**src/rtl/bip_result_receiver.sv**
```systemverilog
// Host-side BIP result link: 8N1 UART receiver feeding a 3-byte
// frame assembler (inst_count, accumulator high, accumulator low).
module bip_result_receiver #(
  parameter int DATA_BITS     = 8,
  parameter int OVERSAMPLE    = 16,
  parameter int TIMEOUT_TICKS = 4096
) (
  input  logic                     clk,
  input  logic                     rst,
  input  logic                     i_baud_rate,
  input  logic                     i_rx,
  output logic [DATA_BITS-1:0]     o_inst_count,
  output logic [2*DATA_BITS-1:0]   o_accumulator,
  output logic                     o_result_valid,
  output logic                     o_frame_error,
  output logic                     o_timeout,
  output logic                     o_busy
);

  localparam int TW = $clog2(OVERSAMPLE);
  localparam int BW = $clog2(DATA_BITS);
  localparam int CW = $clog2(TIMEOUT_TICKS + 1);

  localparam logic [TW-1:0] TICK_HALF = TW'(OVERSAMPLE / 2 - 1);
  localparam logic [TW-1:0] TICK_LAST = TW'(OVERSAMPLE - 1);
  localparam logic [BW-1:0] BIT_LAST  = BW'(DATA_BITS - 1);
  localparam logic [CW-1:0] TO_LAST   = CW'(TIMEOUT_TICKS - 1);
  localparam logic [CW-1:0] TO_MAX    = CW'(TIMEOUT_TICKS);

  typedef enum logic [1:0] {
    RX_IDLE, RX_START, RX_DATA, RX_STOP
  } rx_state_t;

  typedef enum logic [1:0] {
    A_INST, A_ACC_HIGH, A_ACC_LOW
  } asm_state_t;

  logic                 r_sync1;
  logic                 r_sync2;
  logic                 w_rx_s;
  rx_state_t            r_rx_state;
  logic [TW-1:0]        r_tick_cnt;
  logic [BW-1:0]        r_bit_cnt;
  logic [DATA_BITS-1:0] r_shift;
  logic [DATA_BITS-1:0] r_byte;
  logic                 r_byte_done;

  asm_state_t           r_asm_state;
  logic [DATA_BITS-1:0] r_inst;
  logic [DATA_BITS-1:0] r_acc_hi;
  logic [CW-1:0]        r_idle_cnt;
  logic                 w_idle_tick;

  assign w_rx_s = r_sync2;
  assign o_busy = (r_asm_state != A_INST);

  always_ff @(posedge clk) begin
    if (rst) begin
      r_sync1 <= 1'b1;
      r_sync2 <= 1'b1;
    end else begin
      r_sync1 <= i_rx;
      r_sync2 <= r_sync1;
    end
  end

  always_ff @(posedge clk) begin
    if (rst) begin
      r_rx_state    <= RX_IDLE;
      r_tick_cnt    <= '0;
      r_bit_cnt     <= '0;
      r_shift       <= '0;
      r_byte        <= '0;
      r_byte_done   <= 1'b0;
      o_frame_error <= 1'b0;
    end else begin
      r_byte_done   <= 1'b0;
      o_frame_error <= 1'b0;
      if (i_baud_rate) begin
        unique case (r_rx_state)
          RX_IDLE: begin
            if (!w_rx_s) begin
              r_rx_state <= RX_START;
              r_tick_cnt <= '0;
            end
          end
          RX_START: begin
            if (r_tick_cnt == TICK_HALF) begin
              r_tick_cnt <= '0;
              r_bit_cnt  <= '0;
              // a line that is high again mid-start-bit was a glitch
              r_rx_state <= w_rx_s ? RX_IDLE : RX_DATA;
            end else begin
              r_tick_cnt <= r_tick_cnt + 1'b1;
            end
          end
          RX_DATA: begin
            if (r_tick_cnt == TICK_LAST) begin
              r_tick_cnt <= '0;
              r_shift    <= {w_rx_s, r_shift[DATA_BITS-1:1]};
              if (r_bit_cnt == BIT_LAST) begin
                r_rx_state <= RX_STOP;
              end else begin
                r_bit_cnt <= r_bit_cnt + 1'b1;
              end
            end else begin
              r_tick_cnt <= r_tick_cnt + 1'b1;
            end
          end
          RX_STOP: begin
            if (r_tick_cnt == TICK_LAST) begin
              r_tick_cnt <= '0;
              r_rx_state <= RX_IDLE;
              if (w_rx_s) begin
                r_byte      <= r_shift;
                r_byte_done <= 1'b1;
              end else begin
                o_frame_error <= 1'b1;
              end
            end else begin
              r_tick_cnt <= r_tick_cnt + 1'b1;
            end
          end
          default: r_rx_state <= RX_IDLE;
        endcase
      end
    end
  end

  assign w_idle_tick = o_busy && i_baud_rate
                    && (r_rx_state == RX_IDLE)
                    && (r_idle_cnt != TO_MAX);

  always_ff @(posedge clk) begin
    if (rst) begin
      r_asm_state    <= A_INST;
      r_inst         <= '0;
      r_acc_hi       <= '0;
      r_idle_cnt     <= '0;
      o_inst_count   <= '0;
      o_accumulator  <= '0;
      o_result_valid <= 1'b0;
      o_timeout      <= 1'b0;
    end else begin
      o_result_valid <= 1'b0;
      o_timeout      <= 1'b0;
      if (r_byte_done) begin
        r_idle_cnt <= '0;
        unique case (r_asm_state)
          A_INST: begin
            r_inst      <= r_byte;
            r_asm_state <= A_ACC_HIGH;
          end
          A_ACC_HIGH: begin
            r_acc_hi    <= r_byte;
            r_asm_state <= A_ACC_LOW;
          end
          A_ACC_LOW: begin
            o_inst_count   <= r_inst;
            o_accumulator  <= {r_acc_hi, r_byte};
            o_result_valid <= 1'b1;
            r_asm_state    <= A_INST;
          end
          default: r_asm_state <= A_INST;
        endcase
      end else if (o_frame_error) begin
        // a bad stop bit takes priority over any pending timeout
        r_asm_state <= A_INST;
      end else if (w_idle_tick) begin
        r_idle_cnt <= r_idle_cnt + 1'b1;
        if (r_idle_cnt == TO_LAST) begin
          o_timeout   <= 1'b1;
          r_asm_state <= A_INST;
        end
      end
    end
  end

endmodule

```
**config.mk**
```make
export PLATFORM = sky130hd
export DESIGN_NAME = bip_result_receiver
export DESIGN_NICKNAME = d
export VERILOG_FILES = /design/src/rtl/bip_result_receiver.sv
export SDC_FILE = /design/constraint.sdc
export NUM_CORES = 1
export LEC_CHECK = 0
export BUFFER_PORTS_ARGS = -buffer_cell sky130_fd_sc_hd__clkbuf_2
export CAP_MARGIN = 20
export CORE_MARGIN = 2
export CORE_UTILIZATION = 65
export CTS_BUF_LIST = sky130_fd_sc_hd__clkbuf_4 sky130_fd_sc_hd__clkbuf_8
export DETAILED_ROUTE_END_ITERATION = 10
export PLACE_DENSITY = 0.95
export SYNTH_ARGS = -nofsm -noshare
export SYNTH_HDL_FRONTEND = slang
export SYNTH_SLANG_ARGS = --single-unit
```
**constraint.sdc**
```tcl
create_clock -name clk -period 4.5 [get_ports clk]
set_clock_uncertainty 0.05 [all_clocks]
set_input_delay 0.45 -clock clk [delete_from_list [all_inputs] [get_ports clk]]
set_output_delay 0.45 -clock clk [all_outputs]
set_load 0.05 [all_outputs]
```
==> impl_results.html <==
<table>
<tr><th>Metric</th><th>Value</th></tr>
<tr><th colspan="2">Status</th></tr>
<tr><td>Status</td><td>complete, no violations</td></tr>
<tr><th colspan="2">Critical path</th></tr>
<tr><td>CP Data Required Time</td><td>roughly 4.7 ns</td></tr>
<tr><td>Critical Path Sink Type</td><td>flop</td></tr>
<tr><td>Type of origin of the critical path</td><td>flop</td></tr>
<tr><td>Slowest cell on crit path</td><td>sky130_fd_sc_hd__or4_1</td></tr>
<tr><td>R2R depth</td><td>4</td></tr>
<tr><td>WS Path Type</td><td>reg -&gt; reg</td></tr>
<tr><td>Critical path buffer and inverter count</td><td>0</td></tr>
<tr><td>Top delay family on crit path</td><td>simple AND/OR/NAND/NOR gates</td></tr>
<tr><td>Highest fanout seen on the critical path</td><td>17</td></tr>
<tr><td>Reg2Reg Capture Point</td><td>r_idle_cnt[10]</td></tr>
<tr><td>Worst setup slack for register-to-register paths</td><td>2.15 ns</td></tr>
<tr><td>Critical path arrival</td><td>between 2 and 3 ns</td></tr>
<tr><td>Worst stage delay on the critical path</td><td>0.59 ns</td></tr>
<tr><td>Sequence of cells on the critical path</td><td>or3b_1 &gt; or3_1 &gt; or4_1 &gt; a21oi_1</td></tr>
<tr><th colspan="2">Layout</th></tr>
<tr><td>Area growth from synthesis to layout</td><td>10.77%</td></tr>
<tr><td>Layout cells sized above 1</td><td>0.1374</td></tr>
<tr><td>Final core occ</td><td>0.7484</td></tr>
<tr><td>Number of nets at the end of the flow</td><td>about 430</td></tr>
<tr><td>Count of non-filler cells in the finished layout</td><td>~500</td></tr>
<tr><td>Ant. Diodes</td><td>0</td></tr>
<tr><th colspan="2">Logic synthesis</th></tr>
<tr><td>Flip-flop and latch count after synthesis</td><td>between 80 and 90</td></tr>
<tr><td>Sequential area share after synthesis</td><td>0.4989</td></tr>
<tr><td>Top FF cell, synth</td><td>sky130_fd_sc_hd__dfxtp_1</td></tr>
<tr><td>Proportion of synthesized flip-flops having asynchronous set or reset</td><td>0</td></tr>
<tr><td>Cell count after synthesis</td><td>400</td></tr>
<tr><td>Number of warnings reported in the yosys synthesis log</td><td>0</td></tr>
<tr><td>Count of flip-flops with a built-in enable after synthesis</td><td>0</td></tr>
<tr><td>Mean instance size in the synthesized netlist</td><td>~8.6 sq um</td></tr>
<tr><td>Post-synthesis cell area</td><td>roughly 3500 sq um</td></tr>
<tr><td>Net count of the mapped netlist</td><td>a little over 400</td></tr>
<tr><td>Post-synth cell types</td><td>44</td></tr>
<tr><th colspan="2">Detailed routing</th></tr>
<tr><td>Total routed wirelength</td><td>roughly 7300 um</td></tr>
<tr><td>Detailed-router iteration count before antenna repair</td><td>5</td></tr>
<tr><td>Total number of vias</td><td>between 2000 and 3000</td></tr>
<tr><td>DRC marker count from the first detailed-route iteration</td><td>339</td></tr>
<tr><td>DRC errors left</td><td>0</td></tr>
<tr><td>Vias per std cell</td><td>5.970</td></tr>
<tr><td>Number of nets with antenna violations after detailed routing</td><td>0</td></tr>
<tr><td>DR WL/cell</td><td>between 10 and 15 um</td></tr>
<tr><th colspan="2">STA</th></tr>
<tr><td>Fin Setup TNS</td><td>0 ns</td></tr>
<tr><td>Peak Freq</td><td>~430 MHz</td></tr>
<tr><td>Max-slew violation count</td><td>0</td></tr>
<tr><td>Clock period minus worst slack</td><td>2.346 ns</td></tr>
<tr><td>Number of endpoints failing setup at the final stage</td><td>0</td></tr>
<tr><td>Unrepaired setup endpoints after global routing</td><td>false</td></tr>
<tr><td>Fraction of the cycle the final worst path needs</td><td>0.5213</td></tr>
<tr><td>Headroom to the max-slew limit</td><td>0.3887</td></tr>
<tr><td>Worst slew pin tran</td><td>~0.91 ns</td></tr>
<tr><td>Slack of the critical path</td><td>roughly 2.2 ns</td></tr>
<tr><td>Final hold viol count</td><td>0</td></tr>
<tr><th colspan="2">Placed design</th></tr>
<tr><td>Last weighted congestion value of the routability-driven placer</td><td>about 0.84</td></tr>
<tr><td>Placement Setup Slack</td><td>about 2.1 ns</td></tr>
<tr><td>Total of buffers placed on input and output ports</td><td>31</td></tr>
<tr><td>Number of cells after detailed placement</td><td>476</td></tr>
<tr><td>Placed wire-length estimate</td><td>4568 um</td></tr>
<tr><th colspan="2">Floorplanning</th></tr>
<tr><td>Number of top-level pins</td><td>32</td></tr>
<tr><td>Core area</td><td>~5100 sq um</td></tr>
<tr><td>Width of the chip</td><td>approximately 77 um</td></tr>
<tr><td>Area of the die</td><td>5907 sq um</td></tr>
<tr><td>Std-Cell Rows</td><td>26</td></tr>
<tr><td>Die outline height</td><td>about 77 um</td></tr>
<tr><td>Initial Utilization</td><td>0.6756</td></tr>
<tr><th colspan="2">Clock network</th></tr>
<tr><td>Number of hold buffers added after cts</td><td>0</td></tr>
<tr><td>Clock sinks</td><td>86</td></tr>
<tr><td>TritonCTS clock tree</td><td>done</td></tr>
<tr><td>Post-cts sizing count</td><td>0</td></tr>
<tr><td>CTS Root Buffer Type</td><td>sky130_fd_sc_hd__clkbuf_8</td></tr>
<tr><td>TritonCTS buffer count</td><td>9</td></tr>
<tr><td>Later-pin clock latency in the skew report</td><td>roughly 0.35 ns</td></tr>
<tr><td>Clock-pin slew on the worst setup and hold paths</td><td>0.08 ns</td></tr>
<tr><td>Buffers from clock root to sink, at most</td><td>2</td></tr>
<tr><td>H-tree level count</td><td>3</td></tr>
<tr><td>Post-CTS setup buffer count</td><td>0</td></tr>
<tr><th colspan="2">Pwr</th></tr>
<tr><td>PD cells</td><td>350.7 nW/um^2</td></tr>
<tr><td>Cell leakage power</td><td>~1.5 nW</td></tr>
<tr><td>Worst vdd rail ir drop</td><td>0.3124 mV</td></tr>
<tr><td>Total power of the final layout</td><td>about 0.0013 W</td></tr>
<tr><th colspan="2">Min path</th></tr>
<tr><td>Worst Min Path Start</td><td>i_rx</td></tr>
<tr><td>Tightest Hold Check Type</td><td>in -&gt; reg</td></tr>
<tr><td>End of the worst hold path</td><td>r_sync1</td></tr>
<tr><td>Cell depth of the worst min-delay path</td><td>2</td></tr>
<tr><th colspan="2">Global route</th></tr>
<tr><td>Vias in the first global route</td><td>roughly 2600</td></tr>
<tr><td>Global-route wire length before repair</td><td>roughly 12000 um</td></tr>
<tr><td>Remaining Overflow, GRT</td><td>0</td></tr>
<tr><td>Met2 demand-to-capacity share in global routing</td><td>0.4132</td></tr>
<tr><td>Busiest layer in global routing</td><td>met2</td></tr>
<tr><td>Global routing met1 resource utilization</td><td>0.3124</td></tr>
<tr><td>Combined global-route utilization of all metal layers</td><td>0.2557</td></tr>
<tr><td>Initial antenna violation count</td><td>0</td></tr>
<tr><td>Met3 routing resource usage after global routing</td><td>0.06941</td></tr>
<tr><td>Maximum number of pins on one net before global-route repair</td><td>77</td></tr>
<tr><th colspan="2">Job</th></tr>
<tr><td>Number of max-capacitance violations reported</td><td>0</td></tr>
</table>
## where the power goes
part	internal [W]	switching [W]	leakage, nW
clock network	0.000287	0.000264	0.102
registers	0.000762	0.00000314	0.693
logic	0.00000669	0.0000180	0.697
total	0.00106	0.000285	1.49
## sequential cells by signal, indices dropped and copies added (netlist names), named ones only
name and cells:
o_accumulator 16, r_idle_cnt 13, o_inst_count 8, r_acc_hi 8, r_byte 8, r_inst 8, r_shift 8, r_tick_cnt 4
r_bit_cnt 3, r_asm_state 2, o_frame_error 1, o_result_valid 1, o_timeout 1, r_byte_done 1, r_rx_state 1, r_sync1 1
r_sync2 1
## cell usage in the layout (no fill, tap or decap), types with 2 or more instances in the layout
cell type                   n
sky130_fd_sc_hd__nor4_1     3
sky130_fd_sc_hd__a21oi_1   48
sky130_fd_sc_hd__or3_1      5
sky130_fd_sc_hd__a31oi_1    2
sky130_fd_sc_hd__and3_1     5
sky130_fd_sc_hd__and4_1     2
sky130_fd_sc_hd__nor2_1    34
sky130_fd_sc_hd__nor3_1     3
sky130_fd_sc_hd__or2_2      5
sky130_fd_sc_hd__or4_1      8
sky130_fd_sc_hd__nand3_1   10
sky130_fd_sc_hd__clkbuf_2  31
sky130_fd_sc_hd__o21ai_0    7
sky130_fd_sc_hd__and2_1     2
sky130_fd_sc_hd__o31ai_1    7
sky130_fd_sc_hd__mux2i_1   26
sky130_fd_sc_hd__buf_4      2
sky130_fd_sc_hd__o41ai_1    2
sky130_fd_sc_hd__dfxtp_1   86
sky130_fd_sc_hd__nand2_1   74
sky130_fd_sc_hd__clkbuf_8  11
sky130_fd_sc_hd__inv_1     11
sky130_fd_sc_hd__nor4b_1    2
sky130_fd_sc_hd__ha_1       5
sky130_fd_sc_hd__o22ai_1    2
sky130_fd_sc_hd__nand4_1    4
sky130_fd_sc_hd__or4b_2     2
## worst max-delay path by stage
stage	endpoint	cells past startpoint	slack, ns
floorplan	r_idle_cnt[9]	5	2.49
global placement	r_idle_cnt[10]	5	2.22
detailed placement	r_idle_cnt[10]	5	2.11
CTS	r_shift[7]	5	2.10
global route	r_idle_cnt[10]	4	2.07
finish	r_idle_cnt[10]	4	2.15
## area by class of cell
| class | count | area (sq um) |
|---|---|---|
| clock inverter | 4 | 55.05 |
| timing repair buffer | 33 | 170.2 |
| inverter | 11 | 41.29 |
| multi-input combinational | 277 | 1595 |
| clock buffer | 11 | 151.4 |
| fill | 339 | 1285 |
| sequential | 86 | 1722 |
| tap | 70 | 87.58 |
## per-stage QoR
stage | instance area [sq um] | hold WS [ns]
2_1_floorplan | 3451 | 0.3395
3_3_place_gp | 3608 | 0.3406
3_5_place_dp | 3608 | 0.3453
4_1_cts | 3815 | 0.2196
5_1_grt | 3822 | 0.2157
6_report | 3822 | 0.2276
## per-layer routing
layer	part of all wire	up-vias
met4	0.021	0
met5	0	-
li1	-	1432
met1	0.43	1389
met2	0.51	100
met3	0.047	16
## cell usage after synthesis, types with 2 or more instances
master	instances	share of area
sky130_fd_sc_hd__mux2i_1	26	0.075
sky130_fd_sc_hd__inv_1	11	0.012
sky130_fd_sc_hd__a21oi_1	48	0.070
sky130_fd_sc_hd__o41ai_1	2	0.0051
sky130_fd_sc_hd__nand2_1	74	0.080
sky130_fd_sc_hd__or4_1	8	0.017
sky130_fd_sc_hd__and3_1	5	0.0091
sky130_fd_sc_hd__or3_1	5	0.0091
sky130_fd_sc_hd__o22ai_1	2	0.0036
sky130_fd_sc_hd__ha_1	5	0.018
sky130_fd_sc_hd__nand4_1	4	0.0073
sky130_fd_sc_hd__or2_2	5	0.0091
sky130_fd_sc_hd__o21ai_0	7	0.010
sky130_fd_sc_hd__nor4b_1	3	0.0076
sky130_fd_sc_hd__a31oi_1	2	0.0036
sky130_fd_sc_hd__nand3_1	10	0.015
sky130_fd_sc_hd__and2_1	2	0.0036
sky130_fd_sc_hd__or4b_2	2	0.0058
sky130_fd_sc_hd__nor2_1	34	0.037
sky130_fd_sc_hd__and4_1	2	0.0051
sky130_fd_sc_hd__nor4_1	3	0.0054
sky130_fd_sc_hd__nor3_1	3	0.0043
sky130_fd_sc_hd__o31ai_1	7	0.015
sky130_fd_sc_hd__dfxtp_1	86	0.50
sky130_fd_sc_hd__clkbuf_1	25	0.027
## kinds of logic (layout without fill, tap and decap cells)
kind of cell / count (synthesis) / in the layout / share of synthesized area
buf+inv: 37 / 59 / 0.04061
fa+ha+maj: 5 / 5 / 0.01813
simple gates: 168 / 168 / 0.2342
mux: 27 / 27 / 0.07868
compound gates: 77 / 77 / 0.1294
flops: 86 / 86 / 0.4989
(Power assumes the default switching activity.)
